### config.mk
export PLATFORM = sky130hd
export DESIGN_NAME = pcie_dllp_tx_sched_flat
export DESIGN_NICKNAME = d
export VERILOG_FILES = /design/src/rtl/pcie_dllp_tx_sched_pkg.sv /design/src/rtl/pcie_dllp_tx_sched_if.sv /design/src/rtl/pcie_dllp_tx_sched_rr_arb.sv /design/src/rtl/pcie_dllp_tx_sched.sv /design/src/flat_wrapper.sv
export SDC_FILE = /design/constraint.sdc
export NUM_CORES = 1
export LEC_CHECK = 0
export CAP_MARGIN = 20
export CORE_UTILIZATION = 48
export DETAILED_ROUTE_END_ITERATION = 7
export PLACE_DENSITY_LB_ADDON = 0.1
export SETUP_SLACK_MARGIN = 0.3
export SLEW_MARGIN = 20
export SYNTH_ARGS = -nofsm -noshare
export SYNTH_HDL_FRONTEND = slang
export SYNTH_SLANG_ARGS = --single-unit
export TNS_END_PERCENT = 20
### constraint.sdc
create_clock -name clk -period 4.75 [get_ports clk]
set_input_delay 0.7125 -clock clk [delete_from_list [all_inputs] [get_ports clk]]
set_output_delay 0.7125 -clock clk [all_outputs]
set_load 0.05 [all_outputs]
### src/rtl/pcie_dllp_tx_sched_pkg.sv
// Shared DLLP type codes, body layouts and round-robin indices for the
// DLLP transmit scheduler.
package pcie_dllp_tx_sched_pkg;

  localparam logic [7:0] DLLP_ACK       = 8'h00;
  localparam logic [7:0] DLLP_NAK       = 8'h10;
  localparam logic [7:0] DLLP_UPDFC_P   = 8'h80;
  localparam logic [7:0] DLLP_UPDFC_NP  = 8'h90;
  localparam logic [7:0] DLLP_UPDFC_CPL = 8'hA0;

  localparam logic [1:0] RR_P   = 2'd0;
  localparam logic [1:0] RR_NP  = 2'd1;
  localparam logic [1:0] RR_CPL = 2'd2;

  typedef struct packed {
    logic [7:0]  dllp_type;
    logic [1:0]  hdr_scale;
    logic [7:0]  hdr_fc;
    logic [1:0]  data_scale;
    logic [11:0] data_fc;
  } updatefc_body_t;

  typedef struct packed {
    logic [7:0]  dllp_type;
    logic [11:0] rsvd;
    logic [11:0] seq;
  } acknak_body_t;

endpackage

### src/rtl/pcie_dllp_tx_sched_if.sv
// Valid/ready bus carrying 32-bit DLLP bodies from the scheduler to the framer.
interface pcie_dllp_tx_sched_if;
  logic        dllp_valid;
  logic [31:0] dllp_data;
  logic        dllp_ready;

  modport master (output dllp_valid, output dllp_data, input dllp_ready);
  modport slave  (input dllp_valid, input dllp_data, output dllp_ready);
endinterface

### src/rtl/pcie_dllp_tx_sched_rr_arb.sv
// Three-way round-robin arbiter over pending UpdateFC types; the pointer
// names the type with highest priority and moves past each served grant.
module dllp_fc_rr_arb
  import pcie_dllp_tx_sched_pkg::*;
(
  input  logic       clk,
  input  logic       rst_n,
  input  logic [2:0] req,
  input  logic       advance,
  output logic [2:0] grant
);

  logic [1:0] ptr_q, ptr_d;

  always_comb begin
    grant = 3'b000;
    case (ptr_q)
      RR_NP: begin
        if      (req[1]) grant = 3'b010;
        else if (req[2]) grant = 3'b100;
        else if (req[0]) grant = 3'b001;
      end
      RR_CPL: begin
        if      (req[2]) grant = 3'b100;
        else if (req[0]) grant = 3'b001;
        else if (req[1]) grant = 3'b010;
      end
      default: begin
        if      (req[0]) grant = 3'b001;
        else if (req[1]) grant = 3'b010;
        else if (req[2]) grant = 3'b100;
      end
    endcase
  end

  always_comb begin
    ptr_d = ptr_q;
    if (advance) begin
      case (grant)
        3'b001:  ptr_d = RR_NP;
        3'b010:  ptr_d = RR_CPL;
        3'b100:  ptr_d = RR_P;
        default: ptr_d = ptr_q;
      endcase
    end
  end

  always_ff @(posedge clk or negedge rst_n) begin
    if (!rst_n) ptr_q <= RR_P;
    else        ptr_q <= ptr_d;
  end

endmodule

### src/rtl/pcie_dllp_tx_sched.sv
// DLLP transmit scheduler: collects Ack/Nak/UpdateFC requests, arbitrates
// Nak > Ack > UpdateFC, and feeds one DLLP body per slot to the framer.
module pcie_dllp_tx_sched
  import pcie_dllp_tx_sched_pkg::*;
#(
  parameter int         UPDFC_INTERVAL = 7500,
  parameter logic [1:0] HDR_SCALE      = 2'b00,
  parameter logic [1:0] DATA_SCALE     = 2'b00
) (
  input  logic        clk,
  input  logic        rst_n,
  input  logic        dl_active,
  input  logic        ack_req,
  input  logic        nak_req,
  input  logic [11:0] acknak_seq,
  input  logic [2:0]  fc_upd_req,
  input  logic [7:0]  hdr_fc_p,
  input  logic [7:0]  hdr_fc_np,
  input  logic [7:0]  hdr_fc_cpl,
  input  logic [11:0] data_fc_p,
  input  logic [11:0] data_fc_np,
  input  logic [11:0] data_fc_cpl,
  pcie_dllp_tx_sched_if.master dllp
);

  localparam int            TW         = $clog2(UPDFC_INTERVAL);
  localparam logic [TW-1:0] TIMER_LAST = TW'(UPDFC_INTERVAL - 1);

  logic          ack_pend_q, ack_pend_d;
  logic          nak_pend_q, nak_pend_d;
  logic [11:0]   seq_q, seq_d;
  logic [2:0]    fc_pend_q, fc_pend_d;
  logic [TW-1:0] timer_q, timer_d;
  logic          dllp_valid_q, dllp_valid_d;
  logic [31:0]   dllp_data_q, dllp_data_d;

  logic           timer_exp, ack_new, nak_eff, ack_eff;
  logic           load, sel_nak, sel_ack, sel_fc, fc_adv;
  logic [2:0]     fc_req, fc_eff, fc_grant;
  updatefc_body_t fc_body;
  acknak_body_t   an_body;

  dllp_fc_rr_arb u_arb (
    .clk     (clk),
    .rst_n   (rst_n),
    .req     (fc_eff),
    .advance (fc_adv),
    .grant   (fc_grant)
  );

  // Requests arriving this cycle are visible to arbitration so an idle
  // output loads them on the very next edge.
  always_comb begin
    timer_exp = dl_active && (timer_q == TIMER_LAST);
    fc_req    = fc_upd_req | {3{timer_exp}};
    ack_new   = ack_req && !nak_req && !nak_pend_q;
    nak_eff   = nak_pend_q || nak_req;
    ack_eff   = !nak_req && (ack_pend_q || ack_new);
    fc_eff    = fc_pend_q | fc_req;
    sel_nak   = nak_eff;
    sel_ack   = !nak_eff && ack_eff;
    sel_fc    = !nak_eff && !ack_eff && (|fc_eff);
    load      = dl_active && (!dllp_valid_q || dllp.dllp_ready)
                && (nak_eff || ack_eff || (|fc_eff));
    fc_adv    = load && sel_fc;
  end

  // A type already pending is sent with its stored sequence number; a
  // fresh pulse is sent with the sequence number on the input.
  always_comb begin
    an_body.dllp_type = sel_nak ? DLLP_NAK : DLLP_ACK;
    an_body.rsvd      = 12'h000;
    an_body.seq       = (sel_nak ? nak_pend_q : ack_pend_q) ? seq_q : acknak_seq;

    fc_body.dllp_type  = DLLP_UPDFC_P;
    fc_body.hdr_scale  = HDR_SCALE;
    fc_body.hdr_fc     = hdr_fc_p;
    fc_body.data_scale = DATA_SCALE;
    fc_body.data_fc    = data_fc_p;
    if (fc_grant[1]) begin
      fc_body.dllp_type = DLLP_UPDFC_NP;
      fc_body.hdr_fc    = hdr_fc_np;
      fc_body.data_fc   = data_fc_np;
    end else if (fc_grant[2]) begin
      fc_body.dllp_type = DLLP_UPDFC_CPL;
      fc_body.hdr_fc    = hdr_fc_cpl;
      fc_body.data_fc   = data_fc_cpl;
    end
  end

  // A loaded type stays pending only if it was already pending and a new
  // request for it arrived in the same cycle.
  always_comb begin
    seq_d        = (ack_req || nak_req) ? acknak_seq : seq_q;
    nak_pend_d   = (load && sel_nak) ? (nak_pend_q && nak_req) : nak_eff;
    ack_pend_d   = (load && sel_ack) ? (ack_pend_q && ack_new) : ack_eff;
    fc_pend_d    = fc_eff & ~(fc_adv ? (fc_grant & ~(fc_pend_q & fc_req)) : 3'b000);
    timer_d      = (timer_q == TIMER_LAST) ? '0 : timer_q + 1'b1;
    dllp_valid_d = load ? 1'b1 : (dllp.dllp_ready ? 1'b0 : dllp_valid_q);
    dllp_data_d  = load ? (sel_fc ? 32'(fc_body) : 32'(an_body)) : dllp_data_q;
    if (!dl_active) begin
      seq_d        = seq_q;
      nak_pend_d   = 1'b0;
      ack_pend_d   = 1'b0;
      fc_pend_d    = 3'b000;
      timer_d      = '0;
      dllp_valid_d = 1'b0;
    end
  end

  always_ff @(posedge clk or negedge rst_n) begin
    if (!rst_n) begin
      ack_pend_q   <= 1'b0;
      nak_pend_q   <= 1'b0;
      seq_q        <= 12'h000;
      fc_pend_q    <= 3'b000;
      timer_q      <= '0;
      dllp_valid_q <= 1'b0;
      dllp_data_q  <= 32'h0;
    end else begin
      ack_pend_q   <= ack_pend_d;
      nak_pend_q   <= nak_pend_d;
      seq_q        <= seq_d;
      fc_pend_q    <= fc_pend_d;
      timer_q      <= timer_d;
      dllp_valid_q <= dllp_valid_d;
      dllp_data_q  <= dllp_data_d;
    end
  end

  assign dllp.dllp_valid = dllp_valid_q;
  assign dllp.dllp_data  = dllp_data_q;

endmodule
### src/flat_wrapper.sv
// flat-port wrapper written by rule: the top's interface ports become plain ports
module pcie_dllp_tx_sched_flat import pcie_dllp_tx_sched_pkg::*;
#(
  parameter int         UPDFC_INTERVAL = 7500,
  parameter logic [1:0] HDR_SCALE      = 2'b00,
  parameter logic [1:0] DATA_SCALE     = 2'b00
)
  (clk, rst_n, dl_active, ack_req, nak_req, acknak_seq, fc_upd_req, hdr_fc_p, hdr_fc_np, hdr_fc_cpl, data_fc_p, data_fc_np, data_fc_cpl, dllp_dllp_valid, dllp_dllp_data, dllp_dllp_ready);
  pcie_dllp_tx_sched_if dllp_i ();
  input  logic clk;
  input  logic rst_n;
  input  logic dl_active;
  input  logic ack_req;
  input  logic nak_req;
  input  logic [11:0] acknak_seq;
  input  logic [2:0] fc_upd_req;
  input  logic [7:0] hdr_fc_p;
  input  logic [7:0] hdr_fc_np;
  input  logic [7:0] hdr_fc_cpl;
  input  logic [11:0] data_fc_p;
  input  logic [11:0] data_fc_np;
  input  logic [11:0] data_fc_cpl;
  output wire logic [$bits(dllp_i.dllp_valid)-1:0] dllp_dllp_valid;
  output wire logic [$bits(dllp_i.dllp_data)-1:0] dllp_dllp_data;
  input wire logic [$bits(dllp_i.dllp_ready)-1:0] dllp_dllp_ready;
  assign dllp_dllp_valid = dllp_i.dllp_valid;
  assign dllp_dllp_data = dllp_i.dllp_data;
  assign dllp_i.dllp_ready = dllp_dllp_ready;
  pcie_dllp_tx_sched #(.UPDFC_INTERVAL(UPDFC_INTERVAL), .HDR_SCALE(HDR_SCALE), .DATA_SCALE(DATA_SCALE)) u_core (.clk(clk), .rst_n(rst_n), .dl_active(dl_active), .ack_req(ack_req), .nak_req(nak_req), .acknak_seq(acknak_seq), .fc_upd_req(fc_upd_req), .hdr_fc_p(hdr_fc_p), .hdr_fc_np(hdr_fc_np), .hdr_fc_cpl(hdr_fc_cpl), .data_fc_p(data_fc_p), .data_fc_np(data_fc_np), .data_fc_cpl(data_fc_cpl), .dllp(dllp_i));
endmodule
# Yosys cells after proc, flatten, opt, wreduce, memory -nomap -nowiden
# Index checks and enable logic that the tools add are counted.
word_totals:
  inputBits: 81
  wordCells: 84
  regBits: 65
  out_inout_bits: 33
classes:
  reduce_logical: 29
  n_addsub: 1
  n_bitwise: 7
  n_mux: 32
  n_eq_ne: 7
ops:
  columns: ["op", "count"]
  rows:
  - ["$mux W12", 3]
  - ["$mux W32", 1]
  - ["$mux W13", 2]
  - ["$mux W3", 8]
  - ["$mux W8", 3]
  - ["$logic_and A1 B1 Y1", 14]
  - ["$add A13 B1 Y13 const B", 1]
  - ["$eq A13 B13 Y1 const B", 1]
  - ["$and A3 B3 Y3", 3]
  - ["$mux W1", 9]
  - ["$logic_or A1 B1 Y1", 6]
  - ["$mux W6", 1]
  - ["$not A3 Y3", 2]
  - ["$or A3 B3 Y3", 2]
  - ["$pmux W2 S3", 1]
  - ["$pmux W3 S2", 1]
  - ["$logic_not A1 Y1", 5]
  - ["$mux W5", 1]
  - ["$mux W2", 2]
  - ["$reduce_and A2 Y1", 2]
  - ["$eq A3 B1 Y1 const B", 1]
  - ["$eq A3 B2 Y1 const B", 1]
  - ["$eq A3 B3 Y1 const B", 1]
  - ["$ne A3 B1 Y1 const B", 1]
  - ["4 further kinds", 4]

# Depth between registers and ports, before layout
logic_depth:
  depth_word: 13
  depth_mapped: 10
  mapped_depth_nobuf: 7

# Cells and area by module
# Synthesis repeated with hierarchy kept, for this count alone.
hier_totals:
  cells_unflattened: 344
  area_unflattened_um2: 3405.8
modules_own_cells:
  columns: ["module", "cells_per_inst", "instances", "seq_area_each_um2", "area_per_inst_um2"]
  rows:
  - ["pcie_dllp_tx_sched", 311, 1, 1351.3, 3145.5]
  - ["dllp_fc_rr_arb", 33, 1, 50.0, 260.2]

# Worst setup path after synthesis
# No wires, ideal clock.
synth_path:
  path_kind: "reg2reg"
  start: "register u_core.timer_q[4]"
  end: "register u_core.u_arb.ptr_q[0]"
  path_stages_with_launch: 8
  setup_slack_ns: 2.294
  required_time_ns: 4.624
  path_buffers: 1
  period_less_slack_ns: 2.456
  setup_time_ns: 0.126
  arrival_time_ns: 2.330
  path_cell_list: "dfrtp_1 > or4b_1 > or4_1 > buf_4 > nor3b_4 > a21oi_4 > and2_1 > o32a_1"
synth_between:
  elab_chain_cells: 11
  elab_cells_between_ends: 25
  classes_between: "4 x eq/ne; 11 x mux; 2 x bitwise; 8 x reduce/logical"
synth_lines:
  columns: ["item", "line_no", "rtl"]
  rows:
  - ["start, declared", "pcie_dllp_tx_sched.sv:33", "logic [TW-1:0] timer_q, timer_d;"]
  - ["start signal, assigned", "pcie_dllp_tx_sched.sv:125", "timer_q <= timer_d;"]
  - ["$eq A13 B13 Y1 (*)", "pcie_dllp_tx_sched.sv:54", "timer_exp = dl_active && (timer_q == TIMER_LAST);"]
  - ["$logic_and A1 B1 Y1 (*)", "pcie_dllp_tx_sched.sv:54", null]
  - ["$or A3 B3 Y3 (*)", "pcie_dllp_tx_sched.sv:55", "fc_req = fc_upd_req | {3{timer_exp}};"]
  - ["$or A3 B3 Y3 (*)", "pcie_dllp_tx_sched.sv:59", "fc_eff = fc_pend_q | fc_req;"]
  - ["$mux W1 (tied with other cells)", "pcie_dllp_tx_sched_rr_arb.sv:21", "else if (req[0]) grant = 3'b001;"]
  - ["$mux W3 (tied with other cells)", "pcie_dllp_tx_sched_rr_arb.sv:20", "else if (req[2]) grant = 3'b100;"]
  - ["$mux W3, on equally long branches", "pcie_dllp_tx_sched_rr_arb.sv:19, pcie_dllp_tx_sched_rr_arb.sv:24, pcie_dllp_tx_sched_rr_arb.sv:29", null]
  - ["$pmux W3 S2", "pcie_dllp_tx_sched_rr_arb.sv:17", "case (ptr_q)"]
  - ["$eq A3 B3 Y1 (tied with other cells)", "pcie_dllp_tx_sched_rr_arb.sv:39", "case (grant)"]
  - ["$reduce_bool A3 Y1 (no line)", null, null]
  - ["$reduce_and A2 Y1 (no line)", null, null]
  - ["end signal, assigned", "pcie_dllp_tx_sched_rr_arb.sv:50", "else ptr_q <= ptr_d;"]
  - ["end, declared", "pcie_dllp_tx_sched_rr_arb.sv:13", "logic [1:0] ptr_q, ptr_d;"]
# Every way passes the cells marked *; elsewhere a longest branch is shown, timed or not.
# A chain may end at the register's enable or synchronous reset.

# Worst setup path after layout
layout_path:
  start: "input dl_active"
  end: "register u_core.dllp_data_q[4] (netlist: u_core.dllp.dllp_data[4])"
layout_between:
  elab_chain_cells: 10
  elab_cells_between_ends: 20
  classes_between: "12 x mux; 2 x bitwise; 6 x reduce/logical"
layout_lines:
  columns: ["item", "line_no", "rtl"]
  rows:
  - ["start, declared", "flat_wrapper.sv:12", "input logic dl_active;"]
  - ["$logic_and A1 B1 Y1", "pcie_dllp_tx_sched.sv:54", null]
  - ["$or A3 B3 Y3", "pcie_dllp_tx_sched.sv:55", null]
  - ["$or A3 B3 Y3", "pcie_dllp_tx_sched.sv:59", null]
  - ["$mux W3", "pcie_dllp_tx_sched_rr_arb.sv:31", "else if (req[2]) grant = 3'b100;"]
  - ["$mux W3", "pcie_dllp_tx_sched_rr_arb.sv:30", "else if (req[1]) grant = 3'b010;"]
  - ["$mux W3", "pcie_dllp_tx_sched_rr_arb.sv:29", "if (req[0]) grant = 3'b001;"]
  - ["$pmux W3 S2", "pcie_dllp_tx_sched_rr_arb.sv:17", null]
  - ["$mux W12", "pcie_dllp_tx_sched.sv:84", "end else if (fc_grant[2]) begin"]
  - ["$mux W12", "pcie_dllp_tx_sched.sv:80", "if (fc_grant[1]) begin"]
  - ["$mux W32", "pcie_dllp_tx_sched.sv:100", "dllp_data_d = load ? (sel_fc ? 32'(fc_body) : 32'(an_body)) : dllp_data_q;"]
  - ["end signal, assigned", "pcie_dllp_tx_sched.sv:127", "dllp_data_q <= dllp_data_d;"]
  - ["end, declared", "pcie_dllp_tx_sched.sv:35", "logic [31:0] dllp_data_q, dllp_data_d;"]
# Parallel ways exist; a longest one is shown, timed or not.

==> impl_metrics.toml <==
[worst_setup_path]
crit_type = "primary input to flip-flop"
crit_slowest_cell = "o41ai_1"
crit_fanout = 21
end_kind = "flip-flop"
path_cells = "clkdlybuf4s50_1, clkinv_1, o41ai_1, o22ai_1, nand2_1, nand3_1, o211ai_1"
worstSetupStartpointType = "primary input"
worstPathArrival_ns = 3.68
cpPeakStageDelay_ns = 0.66
cp.required_ns = 4.96

[cts]
cts_resized = 0
numCtsBuffers = 5
hold_buffers = 0
cts_setup_buffers = 0
clock-sinks = 56
clockBufferDepth = 2
clkLatencyLatePin_ns = 0.31
clk_pin_slew_ns = 0.10
root_buffer = "clkbuf_8"
cts_tree = "yes"
h-tree-depth = 2

[sta]
clock_skew_ns = 0.00463
timing.fmax_mhz = 289
worstMarginPinSlew_ns = 1.10
relSlewSlack_pct = 26.2
final_max_slew_viol_count = 0
hold_ws_ns = 0.482
setup_viol_count_final = 0
post-route-min-period_ns = 3.46
rsz0062_at_grt = "no"
setup_tns_ns = 0
hold_viol_final = 0
fin_crit_sh_pct = 72.9

[floorplan]
pin_count = 114
num_rows = 28
dieWidth_um = 82.2
start_util_pct = 50.9
core_mm2 = 0.00606
die_h_um = 82.2
die-area_mm2 = 0.00675

[grt]
grt_pass1_wl_mm = 12.4
antenna_found_initial = 0
track_usage_pct = 24.6
grt-ovfl-total = 0
grt_pass1_vias = 2618
grt_max_degree = 57

[placed_design]
place.gp.congestion = 0.872
post-dp-hpwl_mm = 5.77
io_buffer_count = 104
dp_cells = 476

[yosys]
synth-main-ff-cell = "dfrtp_1"
synth-seq-cells = 56
mappedNetlistArea_mm2 = 0.00308
synthDominantCellAreaShare_pct = 45.4
post-synth-top-area-cell = "dfrtp_1"
ys_types = 44
synthTopCellsByArea = "dfrtp_1 (45%), mux2i_1 (10%), nor2_1 (4.4%)"
yosysSeqAreaShare_pct = 45.4
synthTopCellsByCount = "dfrtp_1 (56), nor2_1 (36), mux2i_1 (32)"
yosysMostFrequentCell = "dfrtp_1"
syn-instance-count = 309
synth-edff-count = 0
syn_avg_cell_area_um2 = 9.98
ys.warnings.count = 0
async_flop_share_pct = 100

[min_path]
hp-class = "flip-flop to flip-flop"

[cells_and_area]
final_util_pct = 70.9
finalNonFillerCells = 484
fillerInstances = 485
diodes = 0
fin_nets = 492
synthToLayoutAreaGrowth_pct = 39.4
drive_above_1_share_pct = 7.33

[drt]
first_pass_iters = 4
ant_nets = 0
detail_route.wl_per_cell_um = 16.9
dr_total_vias = 2721
first_iter_violations = 147
drc_errors = 0
routed_wl_mm = 8.17
viasPerCell = 5.62

[run]
timing.max_cap.violations = 0

[outcome]
status = "finished clean"

[power_and_ir_drop]
power.density_mw_per_mm2 = 404
leakage_nw = 1.93
ir_drop_mv = 0.244
==> power by group <==
part           switching (mW)  internal, mW  total (mW)
Clock                   0.161         0.264       0.424
Combinational           0.432         0.294       0.726
Sequential             0.0423         0.544       0.586
Total                   0.635          1.10        1.74
==> critical path: cells and delay by family <==
family	cells	cell delay, ns
compound gates	3	1.31
simple gates	2	0.86
buf+inv	2	0.79
==> per-layer routing <==
| layer | wire length (um) | vias to the layer above | GRT usage, % |
|---|---|---|---|
| met3 | 597 | 10 | 4.62 |
| met2 | 4030 | 110 | 41.7 |
| met4 | 113 | 0 | 6.84 |
| li1 | - | 1294 | - |
| met1 | 3420 | 1307 | 31.9 |
| met5 | 0 | - | 0 |
==> cell families after synthesis <==
logic type | after synthesis | share of synthesized area, %
AO/OA/AOI/OAI | 72 | 15.3
buffers and inverters | 35 | 5.88
XOR/XNOR | 11 | 3.12
AND/OR/NAND/NOR | 86 | 13.8
flip-flops | 56 | 45.4
multiplexers | 44 | 14.8
other | 1 | 0.122
adder cells (fa/ha/maj) | 4 | 1.54
==> state kept, by name, indices dropped and copies added, names as in the netlist <==
signal                  cells
u_core.ack_pend_q           1
u_core.seq_q               12
u_core.timer_q             13
u_core.dllp.dllp_valid      1
u_core.fc_pend_q            3
u_core.nak_pend_q           1
u_core.dllp.dllp_data      23
u_core.u_arb.ptr_q          2
==> final timing paths <==
kind / from / end / slack, ns / depth (start not counted)
min: u_core.timer_q[0]$_DFF_PN0_ / u_core.timer_q[0]$_DFF_PN0_ / 0.48 / 1
min in group asynchronous: rst_n / u_core.dllp.dllp_valid$_DFFE_PN0P_ / 0.51 / 2
max: dl_active / u_core.dllp.dllp_data[4]$_DFFE_PN0N_ / 1.29 / 7
max reg2reg: u_core.timer_q[5]$_DFF_PN0_ / u_core.dllp.dllp_data[4]$_DFFE_PN0N_ / 1.51 / 6
max in group asynchronous: rst_n / u_core.timer_q[2]$_DFF_PN0_ / 3.74 / 2
min reg2reg: u_core.timer_q[0]$_DFF_PN0_ / u_core.timer_q[0]$_DFF_PN0_ / 0.48 / 1
==> layout by cell type (no fill, tap or decap), types with 4 or more instances in the layout <==
| cell | n |
|---|---|
| nand2_1 | 11 |
| inv_1 | 10 |
| mux2i_1 | 32 |
| dfrtp_1 | 56 |
| xnor2_1 | 4 |
| xor2_1 | 7 |
| nor2_1 | 36 |
| a21oi_1 | 20 |
| clkbuf_8 | 5 |
| a32oi_1 | 9 |
| nand3_1 | 17 |
| o21ai_0 | 17 |
| and3_1 | 6 |
| mux2_2 | 12 |
| clkdlybuf4s50_1 | 103 |
| o211ai_1 | 10 |
| buf_4 | 4 |
| conb_1 | 9 |
==> per-stage QoR <==
stage | total power [mW] | area (um2) | worst slack, ns
floorplan | 1.09 | 3110 | 2.29
detailed placement | 1.31 | 4140 | 1.04
global route | 1.81 | 4300 | 0.987
global placement | 1.30 | 4140 | 1.14
finish | 1.74 | 4300 | 1.29
CTS | 1.75 | 4300 | 1.29
==> cell type report <==
| class | count | area (um2) | share of cell area [%] |
|---|---|---|---|
| clock buffers | 5 | 68.8 | 1.60 |
| clock inverters | 3 | 90.1 | 2.10 |
| inverters | 11 | 41.3 | 0.961 |
| multi-input cells | 226 | 1540 | 35.7 |
| flip-flops and latches | 56 | 1400 | 32.6 |
| well taps | 75 | 93.8 | 2.18 |
| repair buffers | 108 | 1070 | 24.8 |
Power figures use the tool's default switching activity.
